[config.mk]
export PLATFORM = sky130hd
export DESIGN_NAME = wb_arbiter
export DESIGN_NICKNAME = d
export VERILOG_FILES = /design/src/rtl/wb_arbiter.sv
export SDC_FILE = /design/constraint.sdc
export NUM_CORES = 1
export LEC_CHECK = 0
export BUFFER_PORTS_ARGS = -buffer_cell sky130_fd_sc_hd__clkbuf_2
export CAP_MARGIN = 20
export CORE_MARGIN = 2
export CORE_UTILIZATION = 57
export CTS_CLUSTER_DIAMETER = 200
export DETAILED_ROUTE_END_ITERATION = 6
export HOLD_SLACK_MARGIN = 0.05
export PLACE_DENSITY = 0.81
export SETUP_SLACK_MARGIN = 0.05
export SLEW_MARGIN = 20
export SYNTH_ARGS = -nofsm -noshare
export SYNTH_HDL_FRONTEND = slang
export SYNTH_SLANG_ARGS = --single-unit
[constraint.sdc]
create_clock -name clk -period 2.5 [get_ports clk]
set_input_delay 0.375 -clock clk [delete_from_list [all_inputs] [get_ports clk]]
set_output_delay 0.375 -clock clk [all_outputs]
set_load 0.02 [all_outputs]
[src/rtl/wb_arbiter.sv]
// rtl/wb_arbiter.sv - write-back arbiter merging ALU and buffered load results onto the register file write port
// Optional feature macro: WB_STARVE_GUARD_EN (periodically stalls the ALU so a starved load can drain)

module wb_arbiter #(
    parameter int DEPTH      = 4,
    parameter int DATA_W     = 32,
    parameter int ADDR_W     = 5,
    parameter int STARVE_MAX = 8
) (
    input  logic                       clk,
    input  logic                       rst_n,
    input  logic                       alu_valid,
    input  logic [ADDR_W-1:0]          alu_waddr,
    input  logic [DATA_W-1:0]          alu_wdata,
    output logic                       alu_stall,
    input  logic                       ld_valid,
    output logic                       ld_ready,
    input  logic [ADDR_W-1:0]          ld_waddr,
    input  logic [DATA_W-1:0]          ld_wdata,
    output logic                       rf_we,
    output logic [ADDR_W-1:0]          rf_waddr,
    output logic [DATA_W-1:0]          rf_wdata,
    output logic [$clog2(DEPTH+1)-1:0] fifo_count
);

    localparam int PTR_W = $clog2(DEPTH);
    localparam int CNT_W = $clog2(DEPTH + 1);

    // Elaboration-time parameter sanity: pointer wrap relies on a power-of-2 depth
    if (DEPTH < 2 || (DEPTH & (DEPTH - 1)) != 0 || STARVE_MAX < 1) begin : g_param_check
        $error("wb_arbiter: DEPTH must be a power of 2 >= 2 and STARVE_MAX >= 1");
    end

    // Load FIFO storage: kill bits are reset, payload is not
    logic [DEPTH-1:0]  r_kill;
    logic [ADDR_W-1:0] r_waddr_q [DEPTH];
    logic [DATA_W-1:0] r_wdata_q [DEPTH];
    logic [PTR_W-1:0]  r_wr_ptr;
    logic [PTR_W-1:0]  r_rd_ptr;
    logic [CNT_W-1:0]  r_count;

    // Registered write port
    logic              r_rf_we;
    logic [ADDR_W-1:0] r_rf_waddr;
    logic [DATA_W-1:0] r_rf_wdata;

    logic              w_alu_stall;
    logic              w_ld_ready;
    logic              w_nonempty;
    logic              w_alu_grant;
    logic              w_pop;
    logic              w_push;
    logic              w_kill_en;
    logic              w_push_kill;
    logic              w_head_kill;
    logic [ADDR_W-1:0] w_head_waddr;
    logic [DATA_W-1:0] w_head_wdata;
    logic [DEPTH-1:0]  w_entry_valid;
    logic [DEPTH-1:0]  w_kill_hit;

    assign w_ld_ready  = (r_count < CNT_W'(DEPTH));
    assign w_nonempty  = (r_count != '0);

    // ALU has priority unless the starvation guard is forcing a pop this cycle
    assign w_alu_grant = alu_valid && !w_alu_stall;
    assign w_pop       = !w_alu_grant && w_nonempty;
    assign w_push      = ld_valid && w_ld_ready;

    // A newer nonzero ALU write supersedes any pending load to the same register,
    // including a load arriving in this same cycle (treated as older)
    assign w_kill_en   = w_alu_grant && (alu_waddr != '0);
    assign w_push_kill = w_kill_en && (ld_waddr == alu_waddr);

    assign w_head_kill  = r_kill[r_rd_ptr];
    assign w_head_waddr = r_waddr_q[r_rd_ptr];
    assign w_head_wdata = r_wdata_q[r_rd_ptr];

    // Mark occupied slots (distance from head below count) and those hit by the ALU write
    always_comb begin
        w_entry_valid = '0;
        w_kill_hit    = '0;
        for (int i = 0; i < DEPTH; i++) begin
            w_entry_valid[i] = (CNT_W'(PTR_W'(PTR_W'(i) - r_rd_ptr)) < r_count);
            w_kill_hit[i]    = w_kill_en && w_entry_valid[i] && (r_waddr_q[i] == alu_waddr);
        end
    end

    // Kill bits: a fresh push overwrites the slot's bit, otherwise matches get set
    always_ff @(posedge clk or negedge rst_n) begin
        if (!rst_n) begin
            r_kill <= '0;
        end else begin
            for (int i = 0; i < DEPTH; i++) begin
                if (w_push && (r_wr_ptr == PTR_W'(i))) begin
                    r_kill[i] <= w_push_kill;
                end else if (w_kill_hit[i]) begin
                    r_kill[i] <= 1'b1;
                end
            end
        end
    end

    // Load payload capture on push
    always_ff @(posedge clk) begin
        if (w_push) begin
            r_waddr_q[r_wr_ptr] <= ld_waddr;
            r_wdata_q[r_wr_ptr] <= ld_wdata;
        end
    end

    // FIFO pointers and occupancy; pointers wrap naturally at the power-of-2 depth
    always_ff @(posedge clk or negedge rst_n) begin
        if (!rst_n) begin
            r_wr_ptr <= '0;
            r_rd_ptr <= '0;
            r_count  <= '0;
        end else begin
            if (w_push) begin
                r_wr_ptr <= r_wr_ptr + 1'b1;
            end
            if (w_pop) begin
                r_rd_ptr <= r_rd_ptr + 1'b1;
            end
            case ({w_push, w_pop})
                2'b10:   r_count <= r_count + 1'b1;
                2'b01:   r_count <= r_count - 1'b1;
                default: r_count <= r_count;
            endcase
        end
    end

    // Write port register: ALU grant, head pop, or idle (address/data held)
    always_ff @(posedge clk or negedge rst_n) begin
        if (!rst_n) begin
            r_rf_we    <= 1'b0;
            r_rf_waddr <= '0;
            r_rf_wdata <= '0;
        end else if (w_alu_grant) begin
            r_rf_we    <= (alu_waddr != '0);
            r_rf_waddr <= alu_waddr;
            r_rf_wdata <= alu_wdata;
        end else if (w_pop) begin
            r_rf_we    <= !w_head_kill && (w_head_waddr != '0);
            r_rf_waddr <= w_head_waddr;
            r_rf_wdata <= w_head_wdata;
        end else begin
            r_rf_we    <= 1'b0;
        end
    end

`ifdef WB_STARVE_GUARD_EN
    localparam int SC_W = $clog2(STARVE_MAX + 1);

    logic [SC_W-1:0] r_starve_cnt;
    logic            r_alu_stall;

    // Count ALU wins over a waiting load; the STARVE_MAX-th win schedules a one-cycle stall
    always_ff @(posedge clk or negedge rst_n) begin
        if (!rst_n) begin
            r_starve_cnt <= '0;
            r_alu_stall  <= 1'b0;
        end else begin
            r_alu_stall <= w_alu_grant && w_nonempty && (r_starve_cnt == SC_W'(STARVE_MAX - 1));
            if (w_pop || !w_nonempty) begin
                r_starve_cnt <= '0;
            end else if (w_alu_grant) begin
                r_starve_cnt <= r_starve_cnt + 1'b1;
            end
        end
    end

    assign w_alu_stall = r_alu_stall;
`else
    assign w_alu_stall = 1'b0;
`endif

    assign alu_stall  = w_alu_stall;
    assign ld_ready   = w_ld_ready;
    assign fifo_count = r_count;
    assign rf_we      = r_rf_we;
    assign rf_waddr   = r_rf_waddr;
    assign rf_wdata   = r_rf_wdata;

endmodule

==> results, run 1 <==
- The run finished with clean final reports.
- The number of nets in the final layout is 686.
- The routability congestion estimate from global placement is 0.846.
- Power spread over the standard cell area amounts to 1110 nW/um^2.
- For this run, the slowest stage of the critical path takes 540 ps.
- By count the netlist is led by 148 x sky130_fd_sc_hd__edfxtp_1, 49 x sky130_fd_sc_hd__dfrtp_1, 36 x sky130_fd_sc_hd__nand2_1.
- After clock tree synthesis, the clock-pin slew on the worst setup and hold paths is 70 ps.
- From bottom edge to top edge, the die measures 123 um.
- The number of warnings issued by yosys is 0.
- The fraction of the yosys area taken by sequential cells is 69.7%.
- STA puts the critical path data required time at 2850 ps.
- Synthesis handed over a netlist of 472 instances.
- The insertion delay of the later-clocked pin in the worst-skew pair is 430 ps.
- The number of antenna violations at the first check in global routing is 0.
- Across every metal layer, demand over resource in global routing totals 22.9%.
- The maximum number of pins on one net before global-route repair is 66.
- The area of the core region is 13,900 sq um.
- The mapped cell area is 8140 sq um.
- The overall overflow remaining after global route is 0.
- The share of synthesized registers carrying an async set or reset is 24.9%.
- The number of setup violations in the final report is 0.
- Based on the critical path, the design can be clocked at up to 485 MHz.
- Clock skew on the completed layout was measured at 8.70 ps.
- The number of max-slew violations in the final report is 0.
- Headroom to the max-slew limit came out at 56.4%.
- The layout has 900 filler cells.
- The startpoint of the lowest-slack register-to-register path is fifo_count[0]$_DFFE_PN0P_.
- STA classifies the critical path startpoint as a flop.
- Setup repair after global routing left no endpoint under its margin.
- The via count normalized by instance count is 5.71.
- For this design the static power due to leakage is 0.00371 uW.
- The via count of the first global-routing pass is 4,716.
- The worst hold path belongs to the class in -> reg.
- The uppermost layer routed is met4.
- No sink is reached through more buffers than the 2 on the longest clock path.
- Dividing the synthesized area by the synthesized cell count gives 17.2 sq um.
- The most frequent cell on the critical path is sky130_fd_sc_hd__nor2_1.
- The critical path startpoint is fifo_count[0]$_DFFE_PN0P_.
- TritonCTS built the clock tree.
- The routed wire length per instance is 20.4 um.
- The number of buffers inserted to repair setup after CTS is 0.
- The final critical-path share of the clock period is 82.4%.
- The initial core utilization is 58.4%.
- The type of the worst setup path is reg -> reg.
- The number of placement rows is 43.
- The buffer and inverter count on the worst path is 1.
- The final number of hold-violating endpoints is 0.
- The final standard cell count with taps included and fillers excluded is 791.
- The highest net fanout along the worst path is 8.
- The top cell type by area accounts for 54.6% of the synthesized area.
- The critical path goes through nor3_1, nor2_1, ha_1, inv_1, fa_1, xor2_1, nor2_1, xnor2_1.
- From left edge to right edge, the die measures 123 um.
- For the pin with the worst max-slew slack, the measured transition is 654 ps.
- In the final timing run, aggregate negative setup slack is 0 ps.
- The number of vias after detailed routing is 4,520.
- The tool flagged a number of max-cap violations equal to 0.
- Yosys instantiated no cell more often than sky130_fd_sc_hd__edfxtp_1.
- The wire length on met3 is 797 um.
- After synthesis the netlist holds a flip-flop and latch count of 197.
- The number of diodes added for antenna fixing is 0.
- Counting tap cells, the placed design contains a total of 758 instances.
- In this run the most critical hold path is launched from ld_wdata[21].
- After detailed routing, the met2 layer carries 8.79 mm of wire.
- The top flip-flop cell by instance count after synthesis is sky130_fd_sc_hd__edfxtp_1.
- The clock sink count is 197.
- The final critical-path required period is 2060 ps.
- The number of top-level pins is 121.
- Clock tree synthesis selected as its root buffer the cell sky130_fd_sc_hd__clkbuf_16.
- In this run, synthesis inferred 148 flip-flops with an integrated enable.
- For this block, the initial DRC count from the detailed router was 468.
- The worst-case IR drop observed on VDD is 0.557 mV.
- The type of destination of the critical path is a flop.
- STA puts the critical path data arrival time at 2410 ps.
- Summing all multi-input logic gate instances after layout gives 2250 sq um.
- The library cell with the largest summed area after synthesis is sky130_fd_sc_hd__edfxtp_1.
- The first detailed-routing pass ran for 5 iterations.
- The cell type group with the largest total delay on the critical path is adder cells.
- The number of input and output port buffers inserted is 119.
- The register cell area after layout is 5670 sq um.
- The first-pass GRT wire length is 25.0 mm.
- The maximum level of the CTS H-tree is 4.
- In this run the remaining antenna-violating nets after routing total 0.
- The final routed DRC violation total is 0.
- Compared with the post-synthesis result, the final layout area differs by 17.7%.
- By area the synthesized netlist is led by sky130_fd_sc_hd__edfxtp_1 55%, sky130_fd_sc_hd__dfrtp_1 15%, sky130_fd_sc_hd__mux4_2 8.0%, sky130_fd_sc_hd__mux2i_1 4.1%, sky130_fd_sc_hd__mux4_1 2.9%.
- The die footprint is 15,300 sq um.
- The total wire length after detailed routing is 16.2 mm.
- Detailed placement ended at an HPWL of 10.4 mm.
- The routed length on met1 is 6.21 mm.
- The fraction of layout instances using a drive strength above 1 is 33.4%.
- The count of different cell masters after synthesis is 34.
- The highest-delay cell along the critical path is sky130_fd_sc_hd__dfrtp_1.
- The number of CTS-inserted buffers is 17.
- The post-synthesis net count is 560.
## cell families after synthesis
logic type | count (synthesis) | synth area share, %
muxes | 71 | 15.0
buffers and inverters | 44 | 2.78
xor gates and xnor gates | 32 | 3.44
adders and majority gates | 10 | 1.63
AOI/OAI and AO/OA | 53 | 3.87
and+or+nand+nor | 64 | 3.57
DFF | 197 | 69.7
other | 1 | 0.0461
## per-stage QoR
| stage | power [uW] | util [%] | setup slack [ps] | hold WS (ps) | instance area (sq um) |
|---|---|---|---|---|---|
| 2_1_floorplan | 6940 | - | 226 | 79.4 | 8140 |
| 3_3_place_gp | 7830 | 64.3 | 674 | 410 | 8960 |
| 3_5_place_dp | 7990 | 64.3 | 505 | 434 | 8960 |
| 4_1_cts | 10700 | 68.8 | 450 | 143 | 9580 |
| 5_1_grt | 11200 | 68.8 | 344 | 148 | 9580 |
| 6_report | 10600 | 68.8 | 439 | 160 | 9580 |
## layer usage
| metal | global-route usage (%) | up-vias |
|---|---|---|
| li1 | - | 2054 |
| met1 | 27.3 | 2274 |
| met2 | 40.3 | 165 |
| met3 | 5.17 | 27 |
| met4 | 9.09 | 0 |
| met5 | 0 | - |
## cell type report
type	count	area share [%]
clock buffers	22	5.28
flip-flops and latches	197	59.2
inverters	14	0.549
repair buffers	137	8.04
clock inverters	10	1.11
well taps	180	2.35
multi-input cells	231	23.5
## worst reg2reg max path: cells and delay by family (launching register included)
family,cells,cell delay (ps)
buffers and inverters,1,70
XOR/XNOR,2,310
adder cells (fa/ha/maj),2,630
flip-flops,1,540
AND/OR/NAND/NOR,3,440
## repair_timing
item                                    in CTS  in global routing
hold buffers                                 1                  0
resized for setup                            0                  0
hold endpoints to repair                    21                  0
endpoints found under the setup margin       0                  0
## path summary, 6_finish.rpt
check | endpoint | slack, ps | depth (start not counted)
setup / recovery | fifo_count[2]$_DFFE_PN0P_ | 440 | 8
hold reg to reg | rf_wdata[11]$_DFFE_PN0P_ | 480 | 2
min in group asynchronous | rf_waddr[0]$_DFFE_PN0P_ | 510 | 2
hold / removal | r_wdata_q[0][21]$_DFFE_PP_ | 160 | 1
setup reg to reg | fifo_count[2]$_DFFE_PN0P_ | 440 | 8
max in group asynchronous | rf_wdata[29]$_DFFE_PN0P_ | 1310 | 3
## state kept, by name, summed over array words and instances (netlist names)
signal and flops:
rf_we 1, rf_waddr 5, r_wr_ptr 2, r_waddr_q 20
r_wdata_q 128, r_kill 4, r_rd_ptr 2, fifo_count 3
rf_wdata 32
## where the power goes
part | leakage [uW] | total [uW] | switching [uW] | internal, uW
registers | 0.00192 | 4700 | 432 | 4270
clock network | 0.000301 | 2730 | 1170 | 1560
logic | 0.00149 | 3200 | 1810 | 1390
total | 0.00371 | 10600 | 3410 | 7220
## cells in the final DEF, fill, tap and decap left out, types with 2 or more instances in the layout
cell type	instances
sky130_fd_sc_hd__nor2_1	11
sky130_fd_sc_hd__a21oi_1	5
sky130_fd_sc_hd__mux2i_1	33
sky130_fd_sc_hd__inv_6	4
sky130_fd_sc_hd__ha_1	9
sky130_fd_sc_hd__a222oi_1	5
sky130_fd_sc_hd__o21ai_0	35
sky130_fd_sc_hd__nand2_1	36
sky130_fd_sc_hd__mux4_1	9
sky130_fd_sc_hd__dfrtp_1	47
sky130_fd_sc_hd__xor2_1	26
sky130_fd_sc_hd__edfxtp_1	148
sky130_fd_sc_hd__a22oi_1	3
sky130_fd_sc_hd__and2_2	4
sky130_fd_sc_hd__clkbuf_2	119
sky130_fd_sc_hd__xnor2_1	6
sky130_fd_sc_hd__o2111ai_1	3
sky130_fd_sc_hd__clkinv_4	2
sky130_fd_sc_hd__mux4_2	29
sky130_fd_sc_hd__buf_4	14
sky130_fd_sc_hd__nor3_1	7
sky130_fd_sc_hd__clkbuf_16	18
sky130_fd_sc_hd__dfrtp_2	2
sky130_fd_sc_hd__buf_12	3
sky130_fd_sc_hd__clkbuf_8	4
sky130_fd_sc_hd__inv_1	14
Power figures use the tool's default switching activity.
==> inputs of run 2 (changes only) <==
--- a/config.mk
+++ b/config.mk
@@ -5,6 +5,7 @@
 export SDC_FILE = /design/constraint.sdc
 export NUM_CORES = 1
 export LEC_CHECK = 0
+export ABC_AREA = 1
 export BUFFER_PORTS_ARGS = -buffer_cell sky130_fd_sc_hd__clkbuf_2
 export CAP_MARGIN = 20
 export CORE_MARGIN = 2
@@ -12,7 +13,7 @@
 export CTS_CLUSTER_DIAMETER = 200
 export DETAILED_ROUTE_END_ITERATION = 6
 export HOLD_SLACK_MARGIN = 0.05
-export PLACE_DENSITY = 0.81
+export PLACE_DENSITY = 0.8
 export SETUP_SLACK_MARGIN = 0.05
 export SLEW_MARGIN = 20
 export SYNTH_ARGS = -nofsm -noshare
==> constraint.sdc (replaced) <==
create_clock -name clk -period 2 [get_ports clk]
set_input_delay 0.3 -clock clk [delete_from_list [all_inputs] [get_ports clk]]
set_output_delay 0.3 -clock clk [all_outputs]
set_load 0.02 [all_outputs]
==> run 2 against run 1 <==
  * Synthesized area rose by 3.5%
  * Sequential cell count did not move
  * Cell area rose by 4.2%
  * Highest routed layer unchanged
  * Count of clock-buffer cells in the layout fell by 3
==> results, run 2 <==
- The library cell with the largest summed area after synthesis is sky130_fd_sc_hd__edfxtp_1.
- The H-tree was split into 4 levels.
- The routed wire length per instance is 17.8 um.
- The peak supply drop is 0.965 mV.
- The number of placed instances, taps included is 1,058.
- The instance count of the mapped netlist is 765.
- The multi-input gate area in the final layout is 2350 sq um.
- 121 I/O pins were placed.
- The worst path meets setup with 190 ps of slack.
- The core region is 14,500 sq um.
- The first detailed-routing pass took 6 iterations.
- The top cell types in the final layout, fill and taps aside, are 242 x sky130_fd_sc_hd__nand2_1, 148 x sky130_fd_sc_hd__edfxtp_1, 119 x sky130_fd_sc_hd__clkbuf_2, 55 x sky130_fd_sc_hd__nor2_1, 48 x sky130_fd_sc_hd__dfrtp_1.
- The leakage power is 0.00414 uW.
- The synthesis-to-finish area growth is 18.5%.
- At the pin with the least slew margin, the transition time is 504 ps.
- The worst-case headroom to the max-slew limit is 66.4%.
- The number of input and output port buffers inserted is 119.
- The number of antenna violations at the first check in global routing is 0.
- The type of destination of the critical path is a flop.
- The first-pass GRT wire length is 31.1 mm.
- Dividing the final minimum period by the clock period gives 90.5%.
- Timing would allow up to 552 MHz.
- After clock tree synthesis, the clock-pin slew on the worst setup and hold paths is 70 ps.
- The flow ran to the end, and the final reports show no timing, DRC or antenna violations.
- The arrival time of the worst setup path is 2120 ps.
- The layout filler cell count is 1,028.
- After floorplanning, the core was divided into 44 placement rows.
- The initial core utilization is 58.2%.
- The highest net fanout along the worst path is 7.
- The fraction of layout instances using a drive strength above 1 is 21.8%.
- The TritonCTS clock tree is yes.
- The mapped cell area is 8420 sq um.
- The number of vias after detailed routing is 6,099.
- The final critical-path required period is 1810 ps.
- At the later pin of the worst-skew pair, clock insertion delay measures 440 ps.
- The via count of the first global-routing pass is 6,129.
- Ranked by instance count, the synthesized netlist is headed by 242 x sky130_fd_sc_hd__nand2_1, 148 x sky130_fd_sc_hd__edfxtp_1, 56 x sky130_fd_sc_hd__nor2_1.
- The required time at the endpoint of the critical path is 2310 ps.
- After detailed routing, the number of remaining DRC violations is 0.
- The placed wire-length estimate after detailed placement is 11.9 mm.
- Summing internal, switching and leakage power gives 14,300 uW.
- The type of origin of the critical path is a flop.
- The number of nets in the final layout is 982.
- The number of diodes added for antenna fixing is 0.
- The library cell used most frequently in the layout, excluding fill and tap cells, is sky130_fd_sc_hd__nand2_1.
- Setup repair after global routing left no endpoint under its margin.
- In this design, the stage delay of the slowest critical-path cell is 430 ps.
- The highest-delay cell along the critical path is sky130_fd_sc_hd__dfrtp_2.
- The number of max-slew violations in the final report is 0.
- In this run the cell area measured after placement is 9340 sq um.
- The clock sink count is 197.
- After synthesis the netlist holds a flip-flop and latch count of 197.
- The final-layout setup total negative slack is 0 ps.
- The final number of hold-violating endpoints is 0.
- The share of synthesized registers carrying an async set or reset is 24.9%.
- The number of buffers inserted to repair setup after CTS is 0.
- The register-to-register setup slack is 190 ps.
- The width of the die is 126 um.
- The first routing iteration left 550 violations.
- For the final database, setup skew stands at 13.9 ps.
- The register cell area after layout is 5670 sq um.
- The most used flip-flop cell after synthesis is sky130_fd_sc_hd__edfxtp_1.
- The post-synthesis net count is 853.
- The most flop-heavy register is r_wdata_q.
- The via count normalized by instance count is 5.59.
- Counting both buffers and inverters, the worst setup path holds a total of 2.
- The total power per unit cell area is 1430 nW/um^2.
- The clock root buffer master is sky130_fd_sc_hd__clkbuf_16.
- In this run the deepest clock path goes through 2 buffers.
- The die footprint is 15,800 sq um.
- The number of setup violations in the final report is 0.
- The count of different cell masters after synthesis is 33.
- Yosys instantiated no cell more often than sky130_fd_sc_hd__nand2_1.
- Summing all non-filler instances in the final layout gives an area of 9980 sq um.
- The number of warnings issued by yosys is 0.
- Across every metal layer, demand over resource in global routing totals 25.6%.
- The count of cells in the finished layout, fillers not included, comes to 1,091.
- The cell type group with the largest total delay on the critical path is adder cells.
- Walking the worst path, the cells encountered are inv_2, nand2_4, ha_1, inv_1, fa_1, a21oi_1, o21ai_0, xor2_1.
- Entering global routing, the biggest net connects 50 pins.
- The class of the most critical hold timing path is in -> reg.
- The die is 126 um tall.
- The count of flip-flops with a built-in enable after synthesis is 148.
- Averaged over all synthesized cells, the footprint is 11.0 sq um.
- The area fraction of the dominant cell type after synthesis is 52.8%.
- Max-cap violations in this run came to 0.
- The overall overflow remaining after global route is 0.
- The fraction of the yosys area taken by sequential cells is 67.3%.
- The worst setup slack before clock tree synthesis is 173 ps.
- Routability-driven placement finished with a final weighted congestion of 0.909.
- The total wire length after detailed routing is 19.4 mm.
- Yosys attributes the largest share of cell area to sky130_fd_sc_hd__edfxtp_1 53%, sky130_fd_sc_hd__dfrtp_1 15%, sky130_fd_sc_hd__nand2_1 11%, sky130_fd_sc_hd__nor2_1 2.5%, sky130_fd_sc_hd__o21ai_0 2.0%.
- The count of nets left with antenna violations after detail routing is 0.
- The worst setup path is of the reg -> reg kind.
- The number of flip-flops under the largest register name is 128.
- The number of CTS-inserted buffers is 17.
-- run 2: cell type report --
cell class / count / area share (%)
clock buffer: 19 / 4.44
clock inverter: 13 / 1.93
inverter: 50 / 2.01
multi-input combinational: 484 / 23.5
sequential: 197 / 56.8
tap: 184 / 2.31
timing repair buffer: 144 / 9.00
-- run 2: worst paths after layout --
kind / startpoint / to / depth (start not counted)
max: fifo_count[2]$_DFFE_PN0P_ / fifo_count[2]$_DFFE_PN0P_ / 8
min: ld_wdata[23] / r_wdata_q[0][23]$_DFFE_PP_ / 1
max reg2reg: fifo_count[2]$_DFFE_PN0P_ / fifo_count[2]$_DFFE_PN0P_ / 8
min reg2reg: rf_wdata[2]$_DFFE_PN0P_ / rf_wdata[2]$_DFFE_PN0P_ / 2
max in group asynchronous: rst_n / fifo_count[2]$_DFFE_PN0P_ / 3
min in group asynchronous: rst_n / rf_wdata[12]$_DFFE_PN0P_ / 3
-- run 2: repair_timing --
action	CTS	global route
gates resized for setup	0	1
hold buffers	1	0
endpoints found under the setup margin	0	1
endpoints found under the hold margin	49	0
-- run 2: where the power goes --
part | internal [uW] | switching [uW] | total (uW)
Combinational | 1650 | 3210 | 4870
Clock | 2150 | 1500 | 3650
Sequential | 5330 | 453 | 5790
-- run 2: cell families after synthesis --
logic type	Yosys count	share of synthesized area, %
DFF	197	67.3
xor gates and xnor gates	11	1.14
buffers and inverters	84	4.93
other	1	0.0445
and+or+nand+nor	358	17.8
AOI/OAI and AO/OA	104	7.20
adders and majority gates	10	1.57
-- run 2: per-stage QoR --
stage | hold WS [ps] | utilization (%)
final | 81.5 | 68.9
after global routing | 66.3 | 68.9
after CTS | 66.1 | 68.9
after detailed placement | 324 | 64.5
after global placement | 326 | 64.5
after floorplan | 4.41 | -
-- run 2: routing by layer --
metal  track usage (%)  vias to the layer above  part of all wire (%)
met5                 0                        -                     0
met4              11.2                        0                   2.3
met3              6.08                       48                   8.1
met2              42.1                      284                    50
met1              32.7                     2912                    40
li1                  -                     2855                     -
